**src/rtl/uart_tx_arbiter.sv**
```systemverilog
// Round-robin arbiter sharing one UART transmitter among N_REQ message sources.
// A grant lasts for a whole message; a lock timeout reclaims the UART from a stalled owner.
module uart_tx_arbiter #(
  parameter int N_REQ        = 4,
  parameter int DATA_W       = 8,
  parameter int LOCK_TIMEOUT = 1000000
) (
  input  logic                      clk,
  input  logic                      reset,
  input  logic [N_REQ-1:0]          req_valid,
  input  logic [N_REQ*DATA_W-1:0]   req_data,
  input  logic [N_REQ-1:0]          req_last,
  output logic [N_REQ-1:0]          req_ready,
  input  logic                      tx_ready,
  output logic                      tx_valid,
  output logic [DATA_W-1:0]         tx_data,
  output logic [$clog2(N_REQ)-1:0]  grant_id,
  output logic                      busy,
  output logic                      lock_timeout
);
  localparam int ID_W  = $clog2(N_REQ);
  localparam int TMR_W = $clog2(LOCK_TIMEOUT) + 1;
  localparam logic [ID_W-1:0]   ID_ZERO    = {ID_W{1'b0}};
  localparam logic [ID_W-1:0]   ID_LAST    = ID_W'(N_REQ - 1);
  localparam logic [TMR_W-1:0]  TMR_ZERO   = {TMR_W{1'b0}};
  localparam logic [TMR_W-1:0]  TMR_ONE    = {{(TMR_W-1){1'b0}}, 1'b1};
  localparam logic [TMR_W-1:0]  TMR_MAX    = {TMR_W{1'b1}};
  localparam logic [TMR_W-1:0]  TMR_LAST   = TMR_W'(LOCK_TIMEOUT - 1);
  localparam logic [DATA_W-1:0] DATA_ZERO  = {DATA_W{1'b0}};
  localparam logic [N_REQ-1:0]  REQ_ZERO   = {N_REQ{1'b0}};

  typedef enum logic [0:0] {ST_IDLE = 1'b0, ST_SEND = 1'b1} state_t;

  state_t              state_r, state_s;
  logic [ID_W-1:0]     grant_r, grant_s;
  logic [ID_W-1:0]     last_grant_r, last_grant_s;
  logic [TMR_W-1:0]    timer_r, timer_s;
  logic [ID_W-1:0]     winner_s, idx_s;
  logic                found_s;
  logic [DATA_W-1:0]   req_bytes_s [N_REQ];
  logic                tx_valid_s, busy_s, lock_timeout_s;
  logic [DATA_W-1:0]   tx_data_s;
  logic [N_REQ-1:0]    req_ready_s;

  // Split the flat data bus into one byte per requester
  always_comb begin
    for (int i = 0; i < N_REQ; i++) begin
      req_bytes_s[i] = req_data[i*DATA_W +: DATA_W];
    end
  end

  // Round-robin search starting just after the last granted requester
  always_comb begin
    found_s  = 1'b0;
    winner_s = ID_ZERO;
    idx_s    = ID_ZERO;
    for (int k = 1; k <= N_REQ; k++) begin
      idx_s = ID_W'((int'(last_grant_r) + k) % N_REQ);
      if (!found_s && req_valid[idx_s]) begin
        found_s  = 1'b1;
        winner_s = idx_s;
      end else begin
        winner_s = winner_s;
      end
    end
  end

  // Next-state logic and the SEND datapath, all steered by the registered grant
  always_comb begin
    state_s        = state_r;
    grant_s        = grant_r;
    last_grant_s   = last_grant_r;
    timer_s        = timer_r;
    tx_valid_s     = 1'b0;
    tx_data_s      = DATA_ZERO;
    req_ready_s    = REQ_ZERO;
    busy_s         = 1'b0;
    lock_timeout_s = 1'b0;
    case (state_r)
      ST_IDLE: begin
        if (found_s) begin
          state_s = ST_SEND;
          grant_s = winner_s;
          timer_s = TMR_ZERO;
        end else begin
          state_s = ST_IDLE;
        end
      end
      ST_SEND: begin
        busy_s               = 1'b1;
        tx_valid_s           = req_valid[grant_r];
        tx_data_s            = req_bytes_s[grant_r];
        req_ready_s[grant_r] = tx_ready & req_valid[grant_r];
        if (tx_valid_s && tx_ready) begin
          if (req_last[grant_r]) begin
            last_grant_s = grant_r;
            state_s      = ST_IDLE;
          end else begin
            timer_s = TMR_ZERO;
          end
        end else if (!req_valid[grant_r]) begin
          // Only an owner that stops offering bytes ages the lock; UART stalls do not
          if (timer_r == TMR_LAST) begin
            lock_timeout_s = 1'b1;
            last_grant_s   = grant_r;
            state_s        = ST_IDLE;
          end else if (timer_r != TMR_MAX) begin
            timer_s = timer_r + TMR_ONE;
          end else begin
            timer_s = timer_r;
          end
        end else begin
          timer_s = timer_r;
        end
      end
      default: begin
        state_s = ST_IDLE;
      end
    endcase
  end

  // State, grant and timer registers
  always_ff @(posedge clk) begin
    if (reset) begin
      state_r      <= ST_IDLE;
      grant_r      <= ID_ZERO;
      last_grant_r <= ID_LAST;
      timer_r      <= TMR_ZERO;
    end else begin
      state_r      <= state_s;
      grant_r      <= grant_s;
      last_grant_r <= last_grant_s;
      timer_r      <= timer_s;
    end
  end

  // Outputs are forced quiet while reset is asserted, even before the reset edge lands
  assign tx_valid     = reset ? 1'b0      : tx_valid_s;
  assign tx_data      = reset ? DATA_ZERO : tx_data_s;
  assign req_ready    = reset ? REQ_ZERO  : req_ready_s;
  assign busy         = reset ? 1'b0      : busy_s;
  assign lock_timeout = reset ? 1'b0      : lock_timeout_s;
  assign grant_id     = reset ? ID_ZERO   : grant_r;

endmodule
```
**config.mk**
```make
export PLATFORM = sky130hd
export DESIGN_NAME = uart_tx_arbiter
export DESIGN_NICKNAME = d
export VERILOG_FILES = /design/src/rtl/uart_tx_arbiter.sv
export SDC_FILE = /design/constraint.sdc
export NUM_CORES = 1
export LEC_CHECK = 0
export BUFFER_PORTS_ARGS = -buffer_cell sky130_fd_sc_hd__buf_2
export CAP_MARGIN = 40
export CORE_ASPECT_RATIO = 1.4
export CORE_MARGIN = 1.5
export CORE_UTILIZATION = 44
export DETAILED_ROUTE_END_ITERATION = 7
export GPL_TIMING_DRIVEN = 0
export PLACE_DENSITY = 0.8
export SYNTH_ARGS = -nofsm -noshare
export SYNTH_HDL_FRONTEND = slang
export SYNTH_SLANG_ARGS = --single-unit
```
**constraint.sdc**
```tcl
create_clock -name clk -period 2.53 [get_ports clk]
set_input_delay 0.506 -clock clk [delete_from_list [all_inputs] [get_ports clk]]
set_output_delay 0.506 -clock clk [all_outputs]
set_load 0.05 [all_outputs]
```
==> results of run 1 <==
flip-flops by register name (all words and copies together), names as in the netlist:
signal,cells
last_grant_r,2
timer_r,21
state_r,1
grant_r,2
worst max-delay path: cells and delay by family, from the launching register on:
family                 cells  cell delay [ps]
buffers and inverters      1              210
AND/OR/NAND/NOR            3              600
multiplexers               1              530
flip-flops                 1              370
worst paths after layout:
check	end	slack [ps]
setup / recovery	lock_timeout	50
hold / removal	timer_r[19]	500
setup reg to reg	timer_r[12]	360
hold reg to reg	timer_r[19]	500
stage by stage:
step | instances | setup WS, ps | power [uW] | util
global route | 358 | -34.8 | 996 | 0.561
floorplan | 234 | 132 | 630 | -
CTS | 356 | 26.6 | 945 | 0.557
global placement | 353 | -345 | 710 | 0.545
detailed placement | 353 | -312 | 715 | 0.545
finish | 358 | 48.9 | 943 | 0.561
logic make-up (layout without fill, tap and decap cells):
logic type / count (synthesis) / count (layout) / share of synthesized area
AND/OR/NAND/NOR: 116 / 116 / 0.341
buffers and inverters: 19 / 83 / 0.0523
multiplexers: 11 / 11 / 0.121
adder cells (fa/ha/maj): 1 / 1 / 0.00645
AO/OA/AOI/OAI: 61 / 61 / 0.210
flip-flops: 26 / 26 / 0.268
report_power, final:
| part | switching (uW) | leakage (uW) | internal, uW |
|---|---|---|---|
| Sequential | 9.27 | 0.000211 | 417 |
| Clock | 124 | 0.0000216 | 107 |
| Combinational | 166 | 0.000749 | 120 |
| Total | 299 | 0.000982 | 644 |
cells in the final DEF (no fill, tap or decap), types with 5 or more instances in the layout:
cell / Yosys / layout
nor2_1: 18 / 18
a21oi_1: 18 / 18
buf_4: 0 / 5
nor3_1: 7 / 7
a31oi_1: 5 / 5
buf_2: 6 / 63
nor2b_1: 8 / 8
mux4_2: 10 / 10
nand2_1: 16 / 16
nand4_1: 8 / 8
dfxtp_1: 26 / 24
and2_1: 14 / 14
nand3_1: 13 / 13
o21ai_0: 13 / 13
and3_1: 11 / 11
final cells by class:
cell class	count	area (um2)	share of cell area
buffer	14	85.1	0.0358
sequential	26	523	0.220
multi-input combinational	189	1320	0.554
timing repair buffer	62	323	0.136
tap	60	75.1	0.0315
inverter	4	15.0	0.00631
clock buffer	3	41.3	0.0174
what timing repair did:
action                                  4_1_cts  5_1_grt
gates resized for setup                       3        5
pin swaps                                     0        1
hold buffers                                  0        0
endpoints found under the setup margin        3        5
setup buffers                                 1        2
metal layers:
layer	vias up	track usage	wire length, um
met5	-	0	0
met2	129	0.433	2760
met1	992	0.233	1940
met4	0	0.114	171
li1	1021	-	-
met3	15	0.0252	523
==> metrics.txt, run 1 <==
# TYPE chip_impl_metric gauge
chip_impl_metric{name="fin_setup_tns",unit="ps"} 0
chip_impl_metric{name="maximum_number_of_buffers_from_clock_root_to_sink",unit=""} 2
chip_impl_metric{name="timing.reg2reg.worst_path_depth",unit=""} 8
chip_impl_metric{name="num_io_pins",unit=""} 60
chip_impl_metric{name="yosysSeqAreaShare",unit=""} 0.268
chip_impl_metric{name="total_non_filler_cell_area_in_the_finished_layout",unit="um2"} 2380
chip_impl_metric{name="synth-edff-count",unit=""} 0
chip_impl_metric{name="pwrdens",unit="nW/um2"} 396
chip_impl_metric{name="worst_slew_margin_rel",unit=""} 0.506
chip_impl_metric{name="dr.first_iter.drc_count",unit=""} 144
chip_impl_metric{name="synthArstFlopShare",unit=""} 0
chip_impl_info{name="crit_type",value="reg -> out"} 1
chip_impl_metric{name="worst_ep_required_time",unit="ps"} 2020
chip_impl_metric{name="drc",unit=""} 0
chip_impl_metric{name="nFillCells",unit=""} 419
chip_impl_metric{name="placementRows",unit=""} 28
chip_impl_metric{name="totalWireLength",unit="um"} 5390
chip_impl_metric{name="die_h",unit="um"} 81.6
chip_impl_metric{name="cts.htree.levels",unit=""} 1
chip_impl_metric{name="post_synth.cell_area_avg",unit="um2"} 8.29
chip_impl_info{name="critical_path.startpoint_type",value="flop"} 1
chip_impl_metric{name="static-leakage-power",unit="uW"} 0.000982
chip_impl_metric{name="hold_depth",unit=""} 1
chip_impl_info{name="outcome",value="finished clean"} 1
chip_impl_metric{name="fmaxAchievable",unit="MHz"} 403
chip_impl_metric{name="design.die.area",unit="um2"} 4820
chip_impl_metric{name="grt_antenna_before_repair",unit=""} 0
chip_impl_metric{name="number_of_pins_exceeding_their_max_slew_limit_in_the_final_report",unit=""} 0
chip_impl_metric{name="detail_route.vias_per_cell",unit=""} 6.03
chip_impl_metric{name="final_critical_path_required_period",unit="ps"} 2480
chip_impl_metric{name="routed-via-count",unit=""} 2157
chip_impl_metric{name="clk_transition_reported_paths",unit="ps"} 90
chip_impl_metric{name="synthesized_net_count",unit=""} 278
chip_impl_metric{name="max-cap-violations",unit=""} 0
chip_impl_metric{name="grt_pass1_vias",unit=""} 2051
chip_impl_metric{name="post_route_cells_drive_above_1_share",unit=""} 0.322
chip_impl_info{name="setup.worst_path.end_class",value="output pin"} 1
chip_impl_info{name="slowest_stage",value="mux4_2"} 1
chip_impl_info{name="clock_tree_from_tritoncts",value="done"} 1
chip_impl_info{name="post_synth_most_frequent_cells",value="26 x dfxtp_1, 18 x a21oi_1, 18 x nor2_1"} 1
chip_impl_info{name="min_path_type",value="reg -> reg"} 1
chip_impl_metric{name="post_synthesis_sequential_element_count",unit=""} 26
chip_impl_info{name="synth_top_cell_by_area",value="dfxtp_1"} 1
chip_impl_info{name="crit_path_cells",value="mux4_2 -> nand2b_4 -> nor2_4 -> and4_1 -> buf_4"} 1
chip_impl_metric{name="wire_per_inst",unit="um"} 15.1
chip_impl_info{name="yosys-top-cells-area",value="dfxtp_1 27%, mux4_2 12%, a21oi_1 4.6%, and2_1 4.5%, and3_1 3.5%"} 1
chip_impl_metric{name="ir_worst_vdd",unit="uV"} 197
chip_impl_info{name="min-delay-start",value="timer_r[19]"} 1
chip_impl_metric{name="first_pass_iters",unit=""} 5
chip_impl_metric{name="track_usage",unit=""} 0.225
chip_impl_metric{name="syn_to_final_growth",unit="%"} 22.7
chip_impl_metric{name="tightest_slew",unit="ps"} 740
chip_impl_metric{name="final_net_count",unit=""} 344
chip_impl_metric{name="timing.final.setup_violations",unit=""} 0
chip_impl_metric{name="timing.final.crit_share",unit=""} 0.981
chip_impl_metric{name="max_stage_delay",unit="ps"} 530
chip_impl_metric{name="synthesis.area",unit="um2"} 1940
chip_impl_metric{name="numPortBuffers",unit=""} 59
chip_impl_metric{name="worstPathArrival",unit="ps"} 1980
chip_impl_metric{name="clock-sinks",unit=""} 26
chip_impl_info{name="rr_startpoint",value="timer_r[1]"} 1
chip_impl_metric{name="place.detailed.hpwl",unit="um"} 4180
chip_impl_metric{name="start_util",unit=""} 0.457
chip_impl_metric{name="synth_warnings",unit=""} 0
chip_impl_metric{name="yosysTopAreaCellShare",unit=""} 0.268
chip_impl_metric{name="timing.clock.skew",unit="ps"} 8.17
chip_impl_metric{name="cts_made_buffers",unit=""} 3
chip_impl_metric{name="postRouteAntennaNets",unit=""} 0
chip_impl_metric{name="timing.critical_path.fanout_max",unit=""} 6
chip_impl_metric{name="placeableCoreArea",unit="um2"} 4240
chip_impl_metric{name="final.hold.worst_slack",unit="ps"} 496
chip_impl_info{name="synth.most_common_cell",value="dfxtp_1"} 1
chip_impl_metric{name="global_route.overflow_total",unit=""} 0
chip_impl_metric{name="clkLatencyLatePin",unit="ps"} 270
chip_impl_info{name="cts-root-buf",value="clkbuf_8"} 1
chip_impl_info{name="synthFlopType",value="dfxtp_1"} 1
chip_impl_metric{name="fp.dieW",unit="um"} 59.1
chip_impl_metric{name="synth_unique_cells",unit=""} 46
chip_impl_metric{name="placement.cell_area",unit="um2"} 2310
chip_impl_metric{name="finalWeightedCongestion",unit=""} 0.851
chip_impl_metric{name="grt_first_pass_wirelength",unit="um"} 8570
chip_impl_info{name="timing.critical_path.from",value="grant_r[0]"} 1
chip_impl_metric{name="final_hold_viol_count",unit=""} 0
chip_impl_metric{name="grt_max_degree",unit=""} 20
chip_impl_metric{name="post_synth_inst_count",unit=""} 234
chip_impl_metric{name="num_antenna_cells",unit=""} 0
No activity file was read; power rests on OpenSTA's default activity.
==> run 2, diff against run 1 <==
- CORE_UTILIZATION: 44 -> 50
- PLACE_DENSITY: 0.8 -> 0.88
==> run 2 against run 1 <==
Global-route usage is 3.4 points higher. Critical path depth is the same. Cell area is 0.37% lower. Critical path type unchanged. Die area shrank 11%. Sequential cell count is the same. Clock skew is 2.3 ps lower. Largest cell class unchanged. Worst hold slack worse by 17 ps. Total power increased by 5.1%. Register-to-register slack worse by 90 ps.
==> metrics.txt, run 2 (synthesis results as in run 1) <==
# TYPE chip_impl_metric gauge
chip_impl_metric{name="clkLatencyLatePin",unit="ps"} 280
chip_impl_metric{name="grt_pass1_vias",unit=""} 1988
chip_impl_metric{name="num_antenna_cells",unit=""} 0
chip_impl_info{name="largest_register",value="timer_r"} 1
chip_impl_metric{name="timing.final.crit_share",unit=""} 0.972
chip_impl_metric{name="final.hold.worst_slack",unit="ps"} 479
chip_impl_metric{name="drc",unit=""} 0
chip_impl_info{name="mostFrequentLayoutCell",value="buf_2"} 1
chip_impl_metric{name="clock-sinks",unit=""} 26
chip_impl_metric{name="tightest_slew",unit="ps"} 830
chip_impl_metric{name="routed-via-count",unit=""} 2188
chip_impl_metric{name="maximum_number_of_buffers_from_clock_root_to_sink",unit=""} 2
chip_impl_metric{name="fmaxAchievable",unit="MHz"} 407
chip_impl_metric{name="number_of_pins_exceeding_their_max_slew_limit_in_the_final_report",unit=""} 0
chip_impl_metric{name="fp.dieW",unit="um"} 55.6
chip_impl_metric{name="global_route.overflow_total",unit=""} 0
chip_impl_info{name="critical_path.startpoint_type",value="flop"} 1
chip_impl_metric{name="start_util",unit=""} 0.528
chip_impl_metric{name="wire_per_inst",unit="um"} 16.6
chip_impl_metric{name="finalWorstSetupSlack",unit="ps"} 72.0
chip_impl_metric{name="post_route_cells_drive_above_1_share",unit=""} 0.321
chip_impl_metric{name="design.die.area",unit="um2"} 4270
chip_impl_metric{name="final_net_count",unit=""} 344
chip_impl_metric{name="die_h",unit="um"} 76.7
chip_impl_metric{name="dp.cells",unit=""} 335
chip_impl_metric{name="cts.htree.levels",unit=""} 1
chip_impl_info{name="min_path_type",value="reg -> reg"} 1
chip_impl_metric{name="dr.first_iter.drc_count",unit=""} 147
chip_impl_info{name="layout_top_registers",value="timer_r x21, grant_r x2, last_grant_r x2"} 1
chip_impl_metric{name="grt_first_pass_wirelength",unit="um"} 9110
chip_impl_info{name="rr_startpoint",value="timer_r[0]"} 1
chip_impl_metric{name="place.detailed.hpwl",unit="um"} 4170
chip_impl_info{name="crit_path_frequent_cell",value="and3_1"} 1
chip_impl_metric{name="worst_ep_required_time",unit="ps"} 2020
chip_impl_metric{name="final_hold_viol_count",unit=""} 0
chip_impl_metric{name="clk_transition_reported_paths",unit="ps"} 90
chip_impl_metric{name="num_io_pins",unit=""} 60
chip_impl_info{name="most-common-layout-cells",value="64 x buf_2, 25 x dfxtp_1, 18 x nor2_1, 18 x a21oi_1, 16 x nand2_1"} 1
chip_impl_info{name="slowest_stage",value="mux4_2"} 1
chip_impl_metric{name="path_buf_inv",unit=""} 2
chip_impl_metric{name="timing.clock.skew",unit="ps"} 5.89
chip_impl_metric{name="finish.utilization",unit=""} 0.645
chip_impl_metric{name="finalNonFillerCells",unit=""} 341
chip_impl_metric{name="largest_reg_flops",unit=""} 21
chip_impl_metric{name="max-cap-violations",unit=""} 0
chip_impl_info{name="crit_path_cells",value="mux4_2 -> buf_4 -> and3_1 -> and3_1 -> buf_2"} 1
chip_impl_info{name="rsz0062_at_grt",value="no"} 1
chip_impl_info{name="outcome",value="finished clean"} 1
chip_impl_info{name="cts-root-buf",value="clkbuf_8"} 1
chip_impl_metric{name="pre_cts_slack",unit="ps"} -271
chip_impl_metric{name="pwrdens",unit="nW/um2"} 418
chip_impl_metric{name="ir_worst_vdd",unit="uV"} 340
chip_impl_info{name="min-delay-start",value="timer_r[19]"} 1
chip_impl_metric{name="worst_slew_margin_rel",unit=""} 0.446
chip_impl_info{name="crit_type",value="reg -> out"} 1
chip_impl_metric{name="first_pass_iters",unit=""} 4
chip_impl_metric{name="grt_max_degree",unit=""} 20
chip_impl_info{name="critical_path.top_delay_family",value="multiplexers"} 1
chip_impl_metric{name="design_power_total",unit="uW"} 991
chip_impl_metric{name="postRouteAntennaNets",unit=""} 0
chip_impl_metric{name="grt_antenna_before_repair",unit=""} 0
chip_impl_metric{name="cts_made_buffers",unit=""} 3
chip_impl_info{name="clock_tree_from_tritoncts",value="done"} 1
chip_impl_metric{name="placementRows",unit=""} 26
chip_impl_metric{name="max_stage_delay",unit="ps"} 550
chip_impl_metric{name="placeableCoreArea",unit="um2"} 3680
chip_impl_info{name="timing.critical_path.from",value="grant_r[0]"} 1
chip_impl_metric{name="nFillCells",unit=""} 305
chip_impl_metric{name="detail_route.vias_per_cell",unit=""} 6.42
chip_impl_metric{name="final_critical_path_required_period",unit="ps"} 2460
chip_impl_metric{name="numPortBuffers",unit=""} 59
chip_impl_metric{name="timing.final.setup_violations",unit=""} 0
chip_impl_metric{name="syn_to_final_growth",unit="%"} 22.3
chip_impl_metric{name="static-leakage-power",unit="uW"} 0.000989
chip_impl_info{name="setup.worst_path.end_class",value="output pin"} 1
chip_impl_metric{name="worstPathArrival",unit="ps"} 1950
chip_impl_metric{name="timing.critical_path.fanout_max",unit=""} 3
chip_impl_metric{name="finalWeightedCongestion",unit=""} 0.892
chip_impl_metric{name="totalWireLength",unit="um"} 5670
chip_impl_metric{name="track_usage",unit=""} 0.259
[run 2: layer usage]
metal  track usage  vias to the layer above  wire, um
met1         0.302                     1021      2170
met2         0.455                      133      2850
li1              -                     1017         -
met5             0                        -         0
met3        0.0422                       17       499
met4         0.122                        0       147
[run 2: report_power, final]
part	leakage [uW]	internal (uW)	switching, uW	total (uW)
sequential	0.000211	417	9.17	426
clock	0.0000288	139	135	275
combinational	0.000749	122	169	291
[run 2: per-stage QoR]
step / TNS [ps] / instance area (um2)
2_1_floorplan: 0 / 1940
3_3_place_gp: -514 / 2290
3_5_place_dp: -514 / 2290
4_1_cts: 0 / 2360
5_1_grt: 0 / 2370
6_report: 0 / 2370
[run 2: final cells by class]
cell class              instances  area [um2]  area share
multi-input cells             189        1320       0.556
flip-flops and latches         26         522       0.220
repair buffers                 62         324       0.137
plain buffers                  14        85.1      0.0359
clock buffers                   4        55.1      0.0232
well taps                      42        52.6      0.0222
inverters                       4        15.0     0.00633
[run 2: what timing repair did]
item	4_1_cts	5_1_grt
resized for setup	3	3
pin swaps	0	1
endpoints found under the hold margin	0	0
setup buffers	2	1
endpoints found under the setup margin	3	10
hold buffers	0	0
[run 2: worst paths after layout]
| path | endpoint | slack (ps) | depth (start not counted) |
|---|---|---|---|
| max reg2reg | timer_r[6] | 270 | 9 |
| min reg2reg | timer_r[19] | 480 | 1 |
| max | req_ready[0] | 70 | 5 |
| min | timer_r[19] | 480 | 1 |
==> run 3, diff against run 2 <==
- ABC_AREA: not set -> 1
- CAP_MARGIN: 40 -> 10
- CORE_MARGIN: 1.5 -> not set
- PLACE_DENSITY: 0.88 -> 0.85
==> run 3 against run 2 <==
Combinational power grew to 3.2 times the previous value. Routed wire length is 21% higher. First-iteration DRC count is 45% higher. Utilization is 0.99 points higher. Count of clock-buffer cells in the layout stayed put. Cell count is 58% higher. Register-to-register slack better by 260 ps. Maximum frequency is 2.4% higher.
==> metrics.txt, run 3 <==
# TYPE chip_impl_metric gauge
chip_impl_metric{name="finalWorstSetupSlack",unit="ps"} 129
chip_impl_info{name="largest_register",value="timer_r"} 1
chip_impl_metric{name="global_route.overflow_total",unit=""} 0
chip_impl_info{name="combinational_family_with_the_most_area_after_synthesis",value="simple AND/OR/NAND/NOR gates"} 1
chip_impl_metric{name="synthArstFlopShare",unit=""} 0
chip_impl_info{name="synth_top_cell_by_area",value="dfxtp_1"} 1
chip_impl_metric{name="yosys-mux-area-fraction",unit=""} 0
chip_impl_metric{name="yosysSeqAreaShare",unit=""} 0.212
chip_impl_metric{name="maximum_number_of_buffers_from_clock_root_to_sink",unit=""} 2
chip_impl_info{name="endpoint",value="lock_timeout"} 1
chip_impl_metric{name="fmaxAchievable",unit="MHz"} 416
chip_impl_metric{name="power.switching_fraction",unit=""} 0.469
chip_impl_metric{name="synthesis.area",unit="um2"} 2450
chip_impl_metric{name="number_of_pins_exceeding_their_max_slew_limit_in_the_final_report",unit=""} 0
chip_impl_info{name="crit_path_cells",value="ha_4 -> inv_2 -> nor2_4 -> nand2_4 -> nor2_4 -> nand3_4 -> nor3_2 -> buf_4"} 1
chip_impl_metric{name="comb_power_share",unit=""} 0.525
chip_impl_metric{name="final_critical_path_required_period",unit="ps"} 2400
chip_impl_metric{name="timing.clock.skew",unit="ps"} 3.00
chip_impl_info{name="rr_startpoint",value="timer_r[1]"} 1
chip_impl_info{name="most-common-layout-cells",value="118 x nand2_1, 65 x nand3_1, 61 x nor2_1"} 1
chip_impl_metric{name="largest_reg_flops",unit=""} 21
chip_impl_info{name="setup.worst_path.end_class",value="output pin"} 1
chip_impl_metric{name="dr.first_iter.drc_count",unit=""} 213
chip_impl_metric{name="synthSimpleGateAreaFrac",unit=""} 0.563
chip_impl_metric{name="grt_pass1_vias",unit=""} 2708
chip_impl_metric{name="wire_per_inst",unit="um"} 12.7
chip_impl_metric{name="pre_cts_slack",unit="ps"} -17.9
chip_impl_metric{name="post_synth.cell_area_avg",unit="um2"} 5.95
chip_impl_metric{name="tightest_slew",unit="ps"} 521
chip_impl_info{name="synthFlopType",value="dfxtp_1"} 1
chip_impl_metric{name="start_util",unit=""} 0.532
chip_impl_metric{name="yosysTopAreaCellShare",unit=""} 0.212
chip_impl_info{name="slowest_stage",value="dfxtp_1"} 1
chip_impl_metric{name="place.detailed.hpwl",unit="um"} 5390
chip_impl_metric{name="track_usage",unit=""} 0.278
chip_impl_metric{name="clk_transition_reported_paths",unit="ps"} 90
chip_impl_info{name="worstReg2RegEnd",value="timer_r[3]"} 1
chip_impl_metric{name="synth_xor_xnor_area_share",unit=""} 0.00358
chip_impl_metric{name="worstPathArrival",unit="ps"} 1900
chip_impl_info{name="clock_tree_from_tritoncts",value="done"} 1
chip_impl_metric{name="finalWeightedCongestion",unit=""} 1.01
chip_impl_metric{name="max-cap-violations",unit=""} 0
chip_impl_metric{name="synth-compound-area-share",unit=""} 0.114
chip_impl_metric{name="multiInputGateArea",unit="um2"} 1800
chip_impl_metric{name="postRouteAntennaNets",unit=""} 0
chip_impl_metric{name="switching_power_of_the_nets",unit="uW"} 826
chip_impl_metric{name="grt_first_pass_wirelength",unit="um"} 11400
chip_impl_metric{name="ir_worst_vdd",unit="uV"} 468
chip_impl_metric{name="clkLatencyLatePin",unit="ps"} 270
chip_impl_metric{name="seqPwrFrac",unit=""} 0.323
chip_impl_metric{name="numPortBuffers",unit=""} 59
chip_impl_metric{name="syn_to_final_growth",unit="%"} 23.2
chip_impl_metric{name="post_route_cells_drive_above_1_share",unit=""} 0.290
chip_impl_metric{name="placeableCoreArea",unit="um2"} 4610
chip_impl_metric{name="detail_route.vias_per_cell",unit=""} 5.50
chip_impl_metric{name="totalWireLength",unit="um"} 6860
chip_impl_metric{name="clockPowerShare",unit=""} 0.152
chip_impl_metric{name="grt_antenna_before_repair",unit=""} 0
chip_impl_metric{name="internal_power",unit="uW"} 935
chip_impl_metric{name="clock-sinks",unit=""} 26
chip_impl_metric{name="worst_ep_required_time",unit="ps"} 2020
chip_impl_metric{name="design_power_total",unit="uW"} 1760
chip_impl_metric{name="num_io_pins",unit=""} 60
chip_impl_metric{name="post_synth_inst_count",unit=""} 412
chip_impl_metric{name="die_h",unit="um"} 84.8
chip_impl_metric{name="num_antenna_cells",unit=""} 0
chip_impl_metric{name="post_synthesis_sequential_element_count",unit=""} 26
chip_impl_metric{name="cts_made_buffers",unit=""} 3
chip_impl_info{name="crit_type",value="reg -> out"} 1
chip_impl_metric{name="final_net_count",unit=""} 521
chip_impl_metric{name="design.die.area",unit="um2"} 5190
chip_impl_metric{name="synth-edff-count",unit=""} 0
chip_impl_info{name="post_synth_most_frequent_cells",value="119 x nand2_1, 65 x nand3_1, 63 x nor2_1"} 1
chip_impl_metric{name="drc",unit=""} 0
chip_impl_metric{name="synth_unique_cells",unit=""} 39
chip_impl_info{name="yosys-top-cells-area",value="dfxtp_1 21%, nand2_1 18%, nand3_1 13%, nor2_1 9.7%, inv_1 4.0%"} 1
chip_impl_metric{name="cts.htree.levels",unit=""} 1
chip_impl_metric{name="placementRows",unit=""} 29
chip_impl_metric{name="synthAdderAreaFrac",unit=""} 0.00511
chip_impl_info{name="outcome",value="finished clean"} 1
chip_impl_metric{name="synthesized_net_count",unit=""} 456
chip_impl_metric{name="fp.dieW",unit="um"} 61.2
chip_impl_info{name="critical_path.startpoint_type",value="flop"} 1
chip_impl_metric{name="first_pass_iters",unit=""} 5
chip_impl_metric{name="timing.critical_path.fanout_max",unit=""} 6
chip_impl_metric{name="worst_slew_margin_rel",unit=""} 0.652
chip_impl_metric{name="pwrdens",unit="nW/um2"} 584
chip_impl_metric{name="timing.reg2reg.worst_path_depth",unit=""} 13
chip_impl_metric{name="final_hold_viol_count",unit=""} 0
chip_impl_info{name="timing.critical_path.from",value="timer_r[1]"} 1
chip_impl_info{name="synth.most_common_cell",value="nand2_1"} 1
chip_impl_metric{name="sequential_cell_area",unit="um2"} 522
chip_impl_metric{name="timing.reg2reg.setup_slack",unit="ps"} 530
chip_impl_metric{name="timing.final.setup_violations",unit=""} 0
chip_impl_info{name="mostFrequentLayoutCell",value="nand2_1"} 1
chip_impl_metric{name="max_stage_delay",unit="ps"} 420
chip_impl_metric{name="nFillCells",unit=""} 419
chip_impl_metric{name="final.hold.worst_slack",unit="ps"} 492
chip_impl_metric{name="timing.final.crit_share",unit=""} 0.949
chip_impl_metric{name="static-leakage-power",unit="uW"} 0.00135
chip_impl_info{name="crit_path_frequent_cell",value="nor2_4"} 1
chip_impl_info{name="min_path_type",value="reg -> reg"} 1
chip_impl_metric{name="grt_max_degree",unit=""} 15
chip_impl_info{name="layout_top_registers",value="timer_r x21, grant_r x2, last_grant_r x2"} 1
chip_impl_metric{name="routed-via-count",unit=""} 2960
chip_impl_metric{name="synth_warnings",unit=""} 0
chip_impl_info{name="cts-root-buf",value="clkbuf_8"} 1
[run 3: changes by cell type after synthesis, sizes merged, moves of 10 or more]
cell | previous run | this run
nor2 | 19 | 78
inv | 4 | 33
mux4 | 10 | 0
and2 | 14 | 0
and3 | 11 | 0
nand3 | 13 | 67
nand2 | 16 | 134
[run 3: cells by family (layout without fill, tap and decap cells)]
logic type,count (synthesis),after routing
flip-flops,26,26
AND/OR/NAND/NOR,295,295
AO/OA/AOI/OAI,41,41
buffers and inverters,48,112
XOR/XNOR,1,1
adder cells (fa/ha/maj),1,1
[run 3: worst max-delay path: cells and delay by family (launching register included)]
| kind | cells | cell delay (ps) |
|---|---|---|
| DFF | 1 | 420 |
| adders and majority gates | 1 | 210 |
| and+or+nand+nor | 5 | 700 |
| buffers and inverters | 2 | 290 |
[run 3: worst min path at each step]
stage | startpoint | end | slack, ps | cells after the start
after global placement | timer_r[20] | timer_r[20] | 470 | 2
after CTS | timer_r[20] | timer_r[20] | 500 | 2
after floorplan | timer_r[20] | timer_r[20] | 450 | 2
after global routing | timer_r[19] | timer_r[19] | 560 | 2
final | timer_r[20] | timer_r[20] | 490 | 2
after detailed placement | timer_r[20] | timer_r[20] | 480 | 2
[run 3: per-stage QoR]
stage / utilization / instances / instance area (um2) / setup TNS, ps
final: 0.655 / 538 / 3020 / 0
after global routing: 0.655 / 538 / 3020 / -31.6
after CTS: 0.648 / 537 / 2980 / 0
after detailed placement: 0.633 / 533 / 2920 / -17.9
after global placement: 0.633 / 533 / 2920 / 0
after floorplan: - / 412 / 2540 / -1450
[run 3: layout make-up]
type,count,share of cell area
multi-input combinational,338,0.597
buffer,12,0.0332
inverter,36,0.0489
tap,62,0.0257
sequential,26,0.173
clock buffer,4,0.0182
timing repair buffer,60,0.104
[run 3: metal layers]
| metal | GRT usage | share of wire | vias to the layer above |
|---|---|---|---|
| li1 | - | - | 1486 |
| met4 | 0.122 | 0.028 | 0 |
| met3 | 0.0305 | 0.068 | 22 |
| met5 | 0 | 0 | - |
| met1 | 0.311 | 0.39 | 1314 |
| met2 | 0.504 | 0.51 | 138 |
[run 3: what timing repair did]
item	in CTS	in global routing
endpoints found under the hold margin	0	0
setup buffers	0	1
gates resized for setup	7	10
pin swaps	0	1
setup endpoints to repair	12	11
hold buffers	0	0
[run 3: power by group through the flow]
stage / Clock [uW] / Combinational, uW / Sequential, uW
CTS: 285 / 907 / 563
finish: 269 / 924 / 568
floorplan: 0 / 721 / 550
global route: 296 / 1030 / 579
detailed placement: 0 / 903 / 570
global placement: 0 / 883 / 567
